**config.mk**
```make
export PLATFORM = sky130hd
export DESIGN_NAME = rgb_pixel_proc
export DESIGN_NICKNAME = d
export VERILOG_FILES = /design/src/rtl/pix_proc_pkg.sv /design/src/rtl/luma_avg_div.sv /design/src/rtl/rgb_pixel_proc.sv
export SDC_FILE = /design/constraint.sdc
export NUM_CORES = 1
export LEC_CHECK = 0
export ABC_AREA = 0
export BUFFER_PORTS_ARGS = -buffer_cell sky130_fd_sc_hd__buf_2
export CAP_MARGIN = 20
export CORE_UTILIZATION = 46
export CTS_CLUSTER_DIAMETER = 40
export DETAILED_ROUTE_END_ITERATION = 8
export MAX_ROUTING_LAYER = met4
export RECOVER_POWER = 100
export SYNTH_ARGS = -nofsm -noshare
export SYNTH_HDL_FRONTEND = slang
export SYNTH_SLANG_ARGS = --single-unit
```
**constraint.sdc**
```tcl
create_clock -name iCLK -period 5 [get_ports iCLK]
set_input_delay 0.5 -clock iCLK [delete_from_list [all_inputs] [get_ports iCLK]]
set_output_delay 0.5 -clock iCLK [all_outputs]
set_load 0.05 [all_outputs]
```
**src/rtl/pix_proc_pkg.sv**
```systemverilog
// -----------------------------------------------------------------------------
// pix_proc_pkg
//   Shared definitions for the RGB pixel-processing stage: transform mode
//   encodings, BT.601-style integer luma coefficients, the full-scale pixel
//   value and the luma-average divider state encoding.
//   No ports (package).
// -----------------------------------------------------------------------------
package pix_proc_pkg;

   typedef enum logic [1:0] {
      MODE_PASS   = 2'd0,
      MODE_GRAY   = 2'd1,
      MODE_THRESH = 2'd2,
      MODE_INV    = 2'd3
   } mode_e;

   typedef enum logic [1:0] {
      DIV_IDLE = 2'd0,
      DIV_RUN  = 2'd1,
      DIV_DONE = 2'd2
   } div_state_e;

   // Coefficients sum to 2^LUMA_SHIFT, so a gray pixel maps to itself exactly.
   localparam int KR         = 77;
   localparam int KG         = 150;
   localparam int KB         = 29;
   localparam int LUMA_SHIFT = 8;

   localparam int PIX_MAX    = 4095;

endpackage

```
**src/rtl/luma_avg_div.sv**
```systemverilog
// -----------------------------------------------------------------------------
// luma_avg_div
//   Sequential restoring unsigned divider producing the mean frame luminance
//   (sum / count), one quotient bit per clock, MSB first.
//   IDLE -> RUN (ACC_W cycles) -> DONE (1 cycle) -> IDLE.
//   A zero divisor skips RUN and reports 0.
// Ports
//   clk       in   1       clock
//   rst_n     in   1       asynchronous active-low reset
//   start     in   1       capture operands and begin (honoured only in IDLE)
//   dividend  in   ACC_W   luminance sum
//   divisor   in   CNT_W   pixel count
//   busy      out  1       divider not IDLE
//   done      out  1       one-cycle pulse, quotient valid from this cycle on
//   quotient  out  DATA_W  low DATA_W bits of the quotient (held until next done)
// -----------------------------------------------------------------------------
module luma_avg_div
   import pix_proc_pkg::*;
#(
   parameter int DATA_W = 12,
   parameter int ACC_W  = 32,
   parameter int CNT_W  = 20
) (
   input  logic              clk,
   input  logic              rst_n,
   input  logic              start,
   input  logic [ACC_W-1:0]  dividend,
   input  logic [CNT_W-1:0]  divisor,
   output logic              busy,
   output logic              done,
   output logic [DATA_W-1:0] quotient
);

   localparam int BIT_CNT_W = $clog2(ACC_W) + 1;

   div_state_e           state;
   logic [ACC_W-1:0]     dvd;      // dividend bits shift out the top, quotient bits shift in below
   logic [CNT_W-1:0]     dsr;
   logic [CNT_W-1:0]     rem;
   logic [BIT_CNT_W-1:0] bit_cnt;

   logic [CNT_W:0]       trial;
   logic                 trial_ge;

   // rem < dsr always holds, so one extra bit is enough for the trial value.
   assign trial    = {rem, dvd[ACC_W-1]};
   assign trial_ge = (trial >= {1'b0, dsr});
   assign busy     = (state != DIV_IDLE);

   // NOTE: sequential state is assigned with <= so every register samples the
   // pre-edge values; blocking assignments here would chain updates within one edge.
   always_ff @(posedge clk or negedge rst_n) begin
      if (!rst_n) begin
         state    <= DIV_IDLE;
         // NOTE: datapath registers are reset too; the quotient drives a
         // visible output that must read 0 out of reset.
         dvd      <= '0;
         dsr      <= '0;
         rem      <= '0;
         bit_cnt  <= '0;
         done     <= 1'b0;
         quotient <= '0;
      end else begin
         done <= 1'b0;
         case (state)
            DIV_IDLE: begin
               if (start) begin
                  dsr     <= divisor;
                  rem     <= '0;
                  bit_cnt <= '0;
                  if (divisor == '0) begin
                     dvd   <= '0;
                     state <= DIV_DONE;
                  end else begin
                     dvd   <= dividend;
                     state <= DIV_RUN;
                  end
               end
            end
            DIV_RUN: begin
               rem     <= trial_ge ? CNT_W'(trial - {1'b0, dsr}) : trial[CNT_W-1:0];
               dvd     <= {dvd[ACC_W-2:0], trial_ge};
               bit_cnt <= bit_cnt + 1'b1;
               if (bit_cnt == BIT_CNT_W'(ACC_W - 1)) begin
                  state <= DIV_DONE;
               end
            end
            DIV_DONE: begin
               quotient <= dvd[DATA_W-1:0];
               done     <= 1'b1;
               state    <= DIV_IDLE;
            end
            default: state <= DIV_IDLE;
         endcase
      end
   end

endmodule

```
**src/rtl/rgb_pixel_proc.sv**
```systemverilog
// -----------------------------------------------------------------------------
// rgb_pixel_proc
//   Pixel-stream stage between the demosaic and the SDRAM write FIFOs.
//   3-cycle pipeline applying a per-frame transform (pass / gray / threshold /
//   invert) plus a mean-frame-luminance measurement.
// Ports
//   iCLK        in   1       pixel clock
//   iRST_N      in   1       asynchronous active-low reset
//   iRed/iGreen/iBlue in DATA_W  demosaiced pixel
//   iDVAL       in   1       input pixel valid
//   iFVAL       in   1       frame valid
//   iMODE       in   2       0 pass, 1 gray, 2 threshold, 3 invert (latched at frame start)
//   iTHRESH     in   DATA_W  threshold for mode 2 (latched at frame start)
//   oRed/oGreen/oBlue out DATA_W processed pixel
//   oDVAL       out  1       iDVAL delayed 3 cycles
//   oLUMA_AVG   out  DATA_W  mean luminance of the last completed frame
//   oAVG_VALID  out  1       one-cycle pulse when oLUMA_AVG updates
//   oOVERRUN    out  1       sticky: a frame ended while the divider was busy
// -----------------------------------------------------------------------------
module rgb_pixel_proc
   import pix_proc_pkg::*;
#(
   parameter int DATA_W = 12,
   parameter int ACC_W  = 32,
   parameter int CNT_W  = 20
) (
   input  logic              iCLK,
   input  logic              iRST_N,
   input  logic [DATA_W-1:0] iRed,
   input  logic [DATA_W-1:0] iGreen,
   input  logic [DATA_W-1:0] iBlue,
   input  logic              iDVAL,
   input  logic              iFVAL,
   input  logic [1:0]        iMODE,
   input  logic [DATA_W-1:0] iTHRESH,
   output logic [DATA_W-1:0] oRed,
   output logic [DATA_W-1:0] oGreen,
   output logic [DATA_W-1:0] oBlue,
   output logic              oDVAL,
   output logic [DATA_W-1:0] oLUMA_AVG,
   output logic              oAVG_VALID,
   output logic              oOVERRUN
);

   // Largest coefficient is < 2^8 and the weighted sum is <= 256*max, so
   // DATA_W+8 bits hold every product and their sum.
   localparam int                PROD_W  = DATA_W + LUMA_SHIFT;
   localparam logic [DATA_W-1:0] PIX_TOP = DATA_W'(PIX_MAX);

   // ---------------- frame edge detect and per-frame configuration ----------
   logic              fval_q;
   logic              frame_start;
   logic              frame_end;
   mode_e             mode_r;
   logic [DATA_W-1:0] thresh_r;

   assign frame_start = iFVAL & ~fval_q;
   assign frame_end   = ~iFVAL & fval_q;

   always_ff @(posedge iCLK or negedge iRST_N) begin
      if (!iRST_N) begin
         // Treat "frame valid" as already high so a frame in progress at reset
         // release is not mistaken for a fresh start.
         fval_q   <= 1'b1;
         mode_r   <= MODE_PASS;
         thresh_r <= '0;
      end else begin
         fval_q <= iFVAL;
         if (frame_start) begin
            mode_r   <= mode_e'(iMODE);
            thresh_r <= iTHRESH;
         end
      end
   end

   // ---------------- pixel pipeline ----------------------------------------
   logic              s1_v, s2_v;
   logic [DATA_W-1:0] s1_r, s1_g, s1_b;
   logic [DATA_W-1:0] s2_r, s2_g, s2_b, s2_y;
   logic [PROD_W-1:0] s1_pr, s1_pg, s1_pb;
   logic [PROD_W-1:0] luma_sum;
   logic [DATA_W-1:0] mux_r, mux_g, mux_b;

   assign luma_sum = s1_pr + s1_pg + s1_pb;

   // NOTE: every always_comb output gets a default first so no path leaves it
   // unassigned, which would otherwise infer a latch.
   always_comb begin
      mux_r = s2_r;
      mux_g = s2_g;
      mux_b = s2_b;
      case (mode_r)
         MODE_PASS: ;
         MODE_GRAY: begin
            mux_r = s2_y;
            mux_g = s2_y;
            mux_b = s2_y;
         end
         MODE_THRESH: begin
            mux_r = (s2_y >= thresh_r) ? PIX_TOP : '0;
            mux_g = mux_r;
            mux_b = mux_r;
         end
         MODE_INV: begin
            mux_r = PIX_TOP - s2_r;
            mux_g = PIX_TOP - s2_g;
            mux_b = PIX_TOP - s2_b;
         end
      endcase
   end

   always_ff @(posedge iCLK or negedge iRST_N) begin
      if (!iRST_N) begin
         s1_v  <= 1'b0;  s1_r  <= '0;  s1_g  <= '0;  s1_b <= '0;
         s1_pr <= '0;    s1_pg <= '0;  s1_pb <= '0;
         s2_v  <= 1'b0;  s2_r  <= '0;  s2_g  <= '0;  s2_b <= '0;  s2_y <= '0;
         oDVAL <= 1'b0;  oRed  <= '0;  oGreen <= '0; oBlue <= '0;
      end else begin
         // S1: weighted products
         s1_v  <= iDVAL;
         s1_r  <= iRed;
         s1_g  <= iGreen;
         s1_b  <= iBlue;
         s1_pr <= PROD_W'(KR) * PROD_W'(iRed);
         s1_pg <= PROD_W'(KG) * PROD_W'(iGreen);
         s1_pb <= PROD_W'(KB) * PROD_W'(iBlue);
         // S2: luma
         s2_v  <= s1_v;
         s2_r  <= s1_r;
         s2_g  <= s1_g;
         s2_b  <= s1_b;
         s2_y  <= DATA_W'(luma_sum >> LUMA_SHIFT);
         // S3: mode mux
         oDVAL  <= s2_v;
         oRed   <= mux_r;
         oGreen <= mux_g;
         oBlue  <= mux_b;
      end
   end

   // ---------------- frame luminance statistics ----------------------------
   // Frame events are delayed two cycles so they line up with pixels in S2.
   logic [1:0]       start_pipe, end_pipe;
   logic             start_al, end_al;
   logic             in_frame;
   logic [ACC_W-1:0] acc;
   logic [CNT_W-1:0] cnt;
   logic             div_busy;
   logic             div_start;

   assign start_al  = start_pipe[1];
   assign end_al    = end_pipe[1];
   // The divider captures acc/cnt at this edge, before any same-cycle clear.
   assign div_start = end_al & in_frame & ~div_busy;

   always_ff @(posedge iCLK or negedge iRST_N) begin
      if (!iRST_N) begin
         start_pipe <= '0;
         end_pipe   <= '0;
         in_frame   <= 1'b0;
         acc        <= '0;
         cnt        <= '0;
         oOVERRUN   <= 1'b0;
      end else begin
         start_pipe <= {start_pipe[0], frame_start};
         end_pipe   <= {end_pipe[0], frame_end};

         if (end_al && in_frame && div_busy) begin
            oOVERRUN <= 1'b1;
         end

         if (start_al) begin
            in_frame <= 1'b1;
            acc      <= s2_v ? ACC_W'(s2_y) : '0;
            cnt      <= s2_v ? CNT_W'(1) : '0;
         end else begin
            if (end_al) begin
               in_frame <= 1'b0;
            end
            if (s2_v) begin
               acc <= acc + ACC_W'(s2_y);
               if (cnt != '1) begin
                  cnt <= cnt + 1'b1;
               end
            end
         end
      end
   end

   luma_avg_div #(
      .DATA_W (DATA_W),
      .ACC_W  (ACC_W),
      .CNT_W  (CNT_W)
   ) u_div (
      .clk      (iCLK),
      .rst_n    (iRST_N),
      .start    (div_start),
      .dividend (acc),
      .divisor  (cnt),
      .busy     (div_busy),
      .done     (oAVG_VALID),
      .quotient (oLUMA_AVG)
   );

endmodule

```
==> results.txt <==
The number of design-rule violations left by the first detailed-router iteration is 859. Across the VDD grid, the largest voltage drop is 0.000348 V. The worst setup path category is register to register. The post-placement cell area came out at 20700 µm².

The cell family contributing the most delay on the critical path is compound AO/OA/AOI/OAI gates. The pin count of the biggest net entering global routing came out at 123. The setup total negative slack came out at 0 ns.

Among all flip-flop cells after synthesis, the most frequent one is dfrtp_1. Setup violations remaining at the end of the flow were counted as 0. Ranked by total cell area, the synthesized netlist is headed by dfrtp_1 (43%), ha_1 (13%), fa_1 (6.9%). At the pin with the least slew margin, the transition time is 2.84 ns. The cell count after synthesis is 1863. The worst setup path is launched from a register. The initial antenna violation count came out at 0. The total global-route track usage is 22.5%.

For this block, the routed nets add up to 45900 µm of wire. The area added between synthesis and finish is 15.2%. On the worst path, the slowest cell contributes a delay of 0.97 ns. In this run the tightest slew margin relative to its limit is -89.3%. At the end of routability-driven placement, the weighted congestion stood at 0.868. The final max-slew violation count is 208. Once the floorplan was initialized, standard cells occupied 46.7% of the core. TritonCTS built the clock tree. The fraction of final layout cells with drive strength greater than 1 came out at 7.25%. The number of clock buffers inserted by TritonCTS is 54. The leading area contributor after synthesis is dfrtp_1. The H-tree depth came out at 2. Walking the worst path, the cells encountered are inv_1, ha_1, nor2b_1, o31a_1, o31ai_2, a31oi_1, a21oi_1, clkbuf_1, mux2_1, o21ai_0.

The post-synth net total is 2181. The via count of the first global-routing pass came out at 14.2k. The number of antenna repair diodes is 0. The detailed placer's ending HPWL is 33700 µm. Counting every sink on the clock net gives 339. After the last flow step, the layout net total stands at 2300.

STA classifies the critical path endpoint as a register. The finished layout cell area came out at 22600 µm². The detailed-router iteration count before antenna repair is 7. The global-route wire length before repair is 75200 µm. The synthesis-stage register bit count is 339. In the final routed layout, each cell accounts on average for 17.9 µm. The cell at the root of the clock tree is clkbuf_16. The total DRC errors in the routed layout came out at 0. The overall via count from detail_route came out at 14.1k. The required time of the critical path came out at 5.54 ns.

The minimum clock period after layout is 4.17 ns. The cell leakage power came out at 10.8 nW. The vertical die dimension came out at 208 µm. The core footprint is 41900 µm². The path class of the tightest hold or removal check is input pin to register.

On the critical path, the stage with the largest delay is an instance of clkbuf_1. The final standard cell count with taps included and fillers excluded came out at 2566. The via count normalized by instance count is 5.49. Leaving out fill and tap cells, the most frequent cell in the layout is dfrtp_1. The leftover overflow at the end of global routing is 0. The count of synthesis-stage warnings from yosys came out at 0. The ratio of total power to cell area came out at 666 nW/µm².

The clock tree skew after final layout came out at 0.0302 ns. The filler cell count came out at 3714. The achievable clock frequency came out at 240 MHz.

The portion of synthesized cell area occupied by the leading cell type came out at 43.2%. The worst-skew pair later-pin latency came out at 0.62 ns. Yosys mapped a number of flops with a built-in enable equal to 0.

The number of buffer and inverter stages on the critical path is 2. The library cells used most frequently in the layout, excluding fill and tap cells, are dfrtp_1 (338), inv_1 (217), ha_1 (196). The sequential element share of the synthesized area came out at 43.3%. Input and output buffers added on the ports amount to 104.

The utilization of the core after routing is 53.8%. The width of the chip is 208 µm. Across the run, the number of max-cap violations was 3. The checks that failed: capacitance limit, slew limit. Setup repair after global routing left no endpoint under its margin.

The run finished, with violations left. After floorplanning, the core was divided into 75 placement rows. The synthesized area divided by synthesized cell count is 10.5 µm². 105 I/O pins were placed. The peak fanout along the critical path came out at 19. Clock-pin slew was measured on the worst setup and hold paths at 0.05 ns.

Data on the critical path arrives at its endpoint at 4.71 ns. The number of hold violations in the final report came out at 0. The final antenna-violating net count is 0. The maximum clock insertion buffer count came out at 3.

The share of synthesized flip-flops with an asynchronous set or reset is 100%. The number of placed cells counting well taps came out at 2460. Synthesis instantiated 81 different standard cells from the library. The die area came out at 43400 µm².

The fraction of the cycle the final worst path needs is 83.3%. The cell area after synthesis is 19600 µm².
[repair_timing]
item,CTS,global route
hold endpoints to repair,69,1
gates resized for setup,0,0
setup buffers,0,0
hold buffers,3,1
[cells in the mapped netlist, drive strengths merged, types with 21 or more instances]
library cell and n:
a211o 21, a21o 28, a21oi 83, a222oi 31, clkbuf 52, dfrtp 338, fa 68, ha 196
inv 219, mux2i 23, nand2 112, nand3 25, nand4 22, nor2 122, nor2b 27, o211ai 26
o21a 42, o21ai 117, xnor2 52, xor2 45
[sequential cells by signal, summed over array words and instances (netlist names), 15 cells and up]
| signal | flops |
|---|---|
| acc | 32 |
| u_div.dvd | 32 |
| s1_pb | 15 |
| s1_pg | 18 |
| cnt | 20 |
| u_div.rem | 20 |
| s1_pr | 17 |
| u_div.dsr | 20 |
[worst register-to-register path, delay by kind of cell (launching register included)]
kind	cells	cell delay, ns
flip-flops	1	0.37
multiplexers	1	0.40
adder cells (fa/ha/maj)	1	0.28
AO/OA/AOI/OAI	5	1.86
AND/OR/NAND/NOR	1	0.14
buffers and inverters	2	1.04
[area by class of cell]
| type | instances | area [µm²] | area share [%] |
|---|---|---|---|
| Sequential cell | 339 | 8480 | 37.6 |
| Clock buffer | 59 | 1370 | 6.07 |
| Clock inverter | 42 | 623 | 2.76 |
| Inverter | 220 | 826 | 3.66 |
| Tap cell | 539 | 674 | 2.99 |
| Multi-Input combinational cell | 1242 | 10000 | 44.4 |
| Timing Repair Buffer | 125 | 569 | 2.52 |
[kinds of logic after synthesis]
family | synth area share [%]
muxes | 2.10
and+or+nand+nor | 9.85
AOI/OAI and AO/OA | 15.4
adders and majority gates | 19.5
DFF | 43.3
buffers and inverters | 5.51
xor gates and xnor gates | 4.34
[metal layers]
layer / wire length, µm / global-route usage, %
met5: 0 / -
met1: 20100 / 28.0
met3: 1720 / 3.65
met2: 22800 / 37.2
met4: 1330 / 7.71
[through the flow]
stage / hold WS, ns / power (mW) / worst slack, ns
finish: 0.0379 / 15.0 / 0.833
global route: 0.0220 / 16.2 / 0.484
global placement: 0.332 / 11.0 / 0.619
floorplan: 0.204 / 9.38 / 1.01
CTS: 0.000329 / 15.3 / 1.12
detailed placement: 0.335 / 11.1 / 0.636
[power breakdown]
part,total [mW],internal (mW),switching [mW]
sequential,4.10,3.51,0.592
clock,4.04,2.56,1.47
combinational,6.90,2.77,4.13
total,15.0,8.85,6.19
[final timing paths]
| check | start | to | slack, ns | depth (start not counted) |
|---|---|---|---|---|
| min | iBlue[6] | s1_b[6] | 0.04 | 1 |
| max reg2reg | u_div.dsr[1] | u_div.rem[1] | 0.83 | 10 |
| max in group asynchronous | iRST_N | s1_g[3] | 1.97 | 2 |
| min in group asynchronous | iRST_N | u_div.dsr[16] | 1.28 | 2 |
| max | u_div.dsr[1] | u_div.rem[1] | 0.83 | 10 |
| min reg2reg | s1_r[11] | s2_r[11] | 0.34 | 0 |
Note: power is estimated with default switching activity, not from simulation.
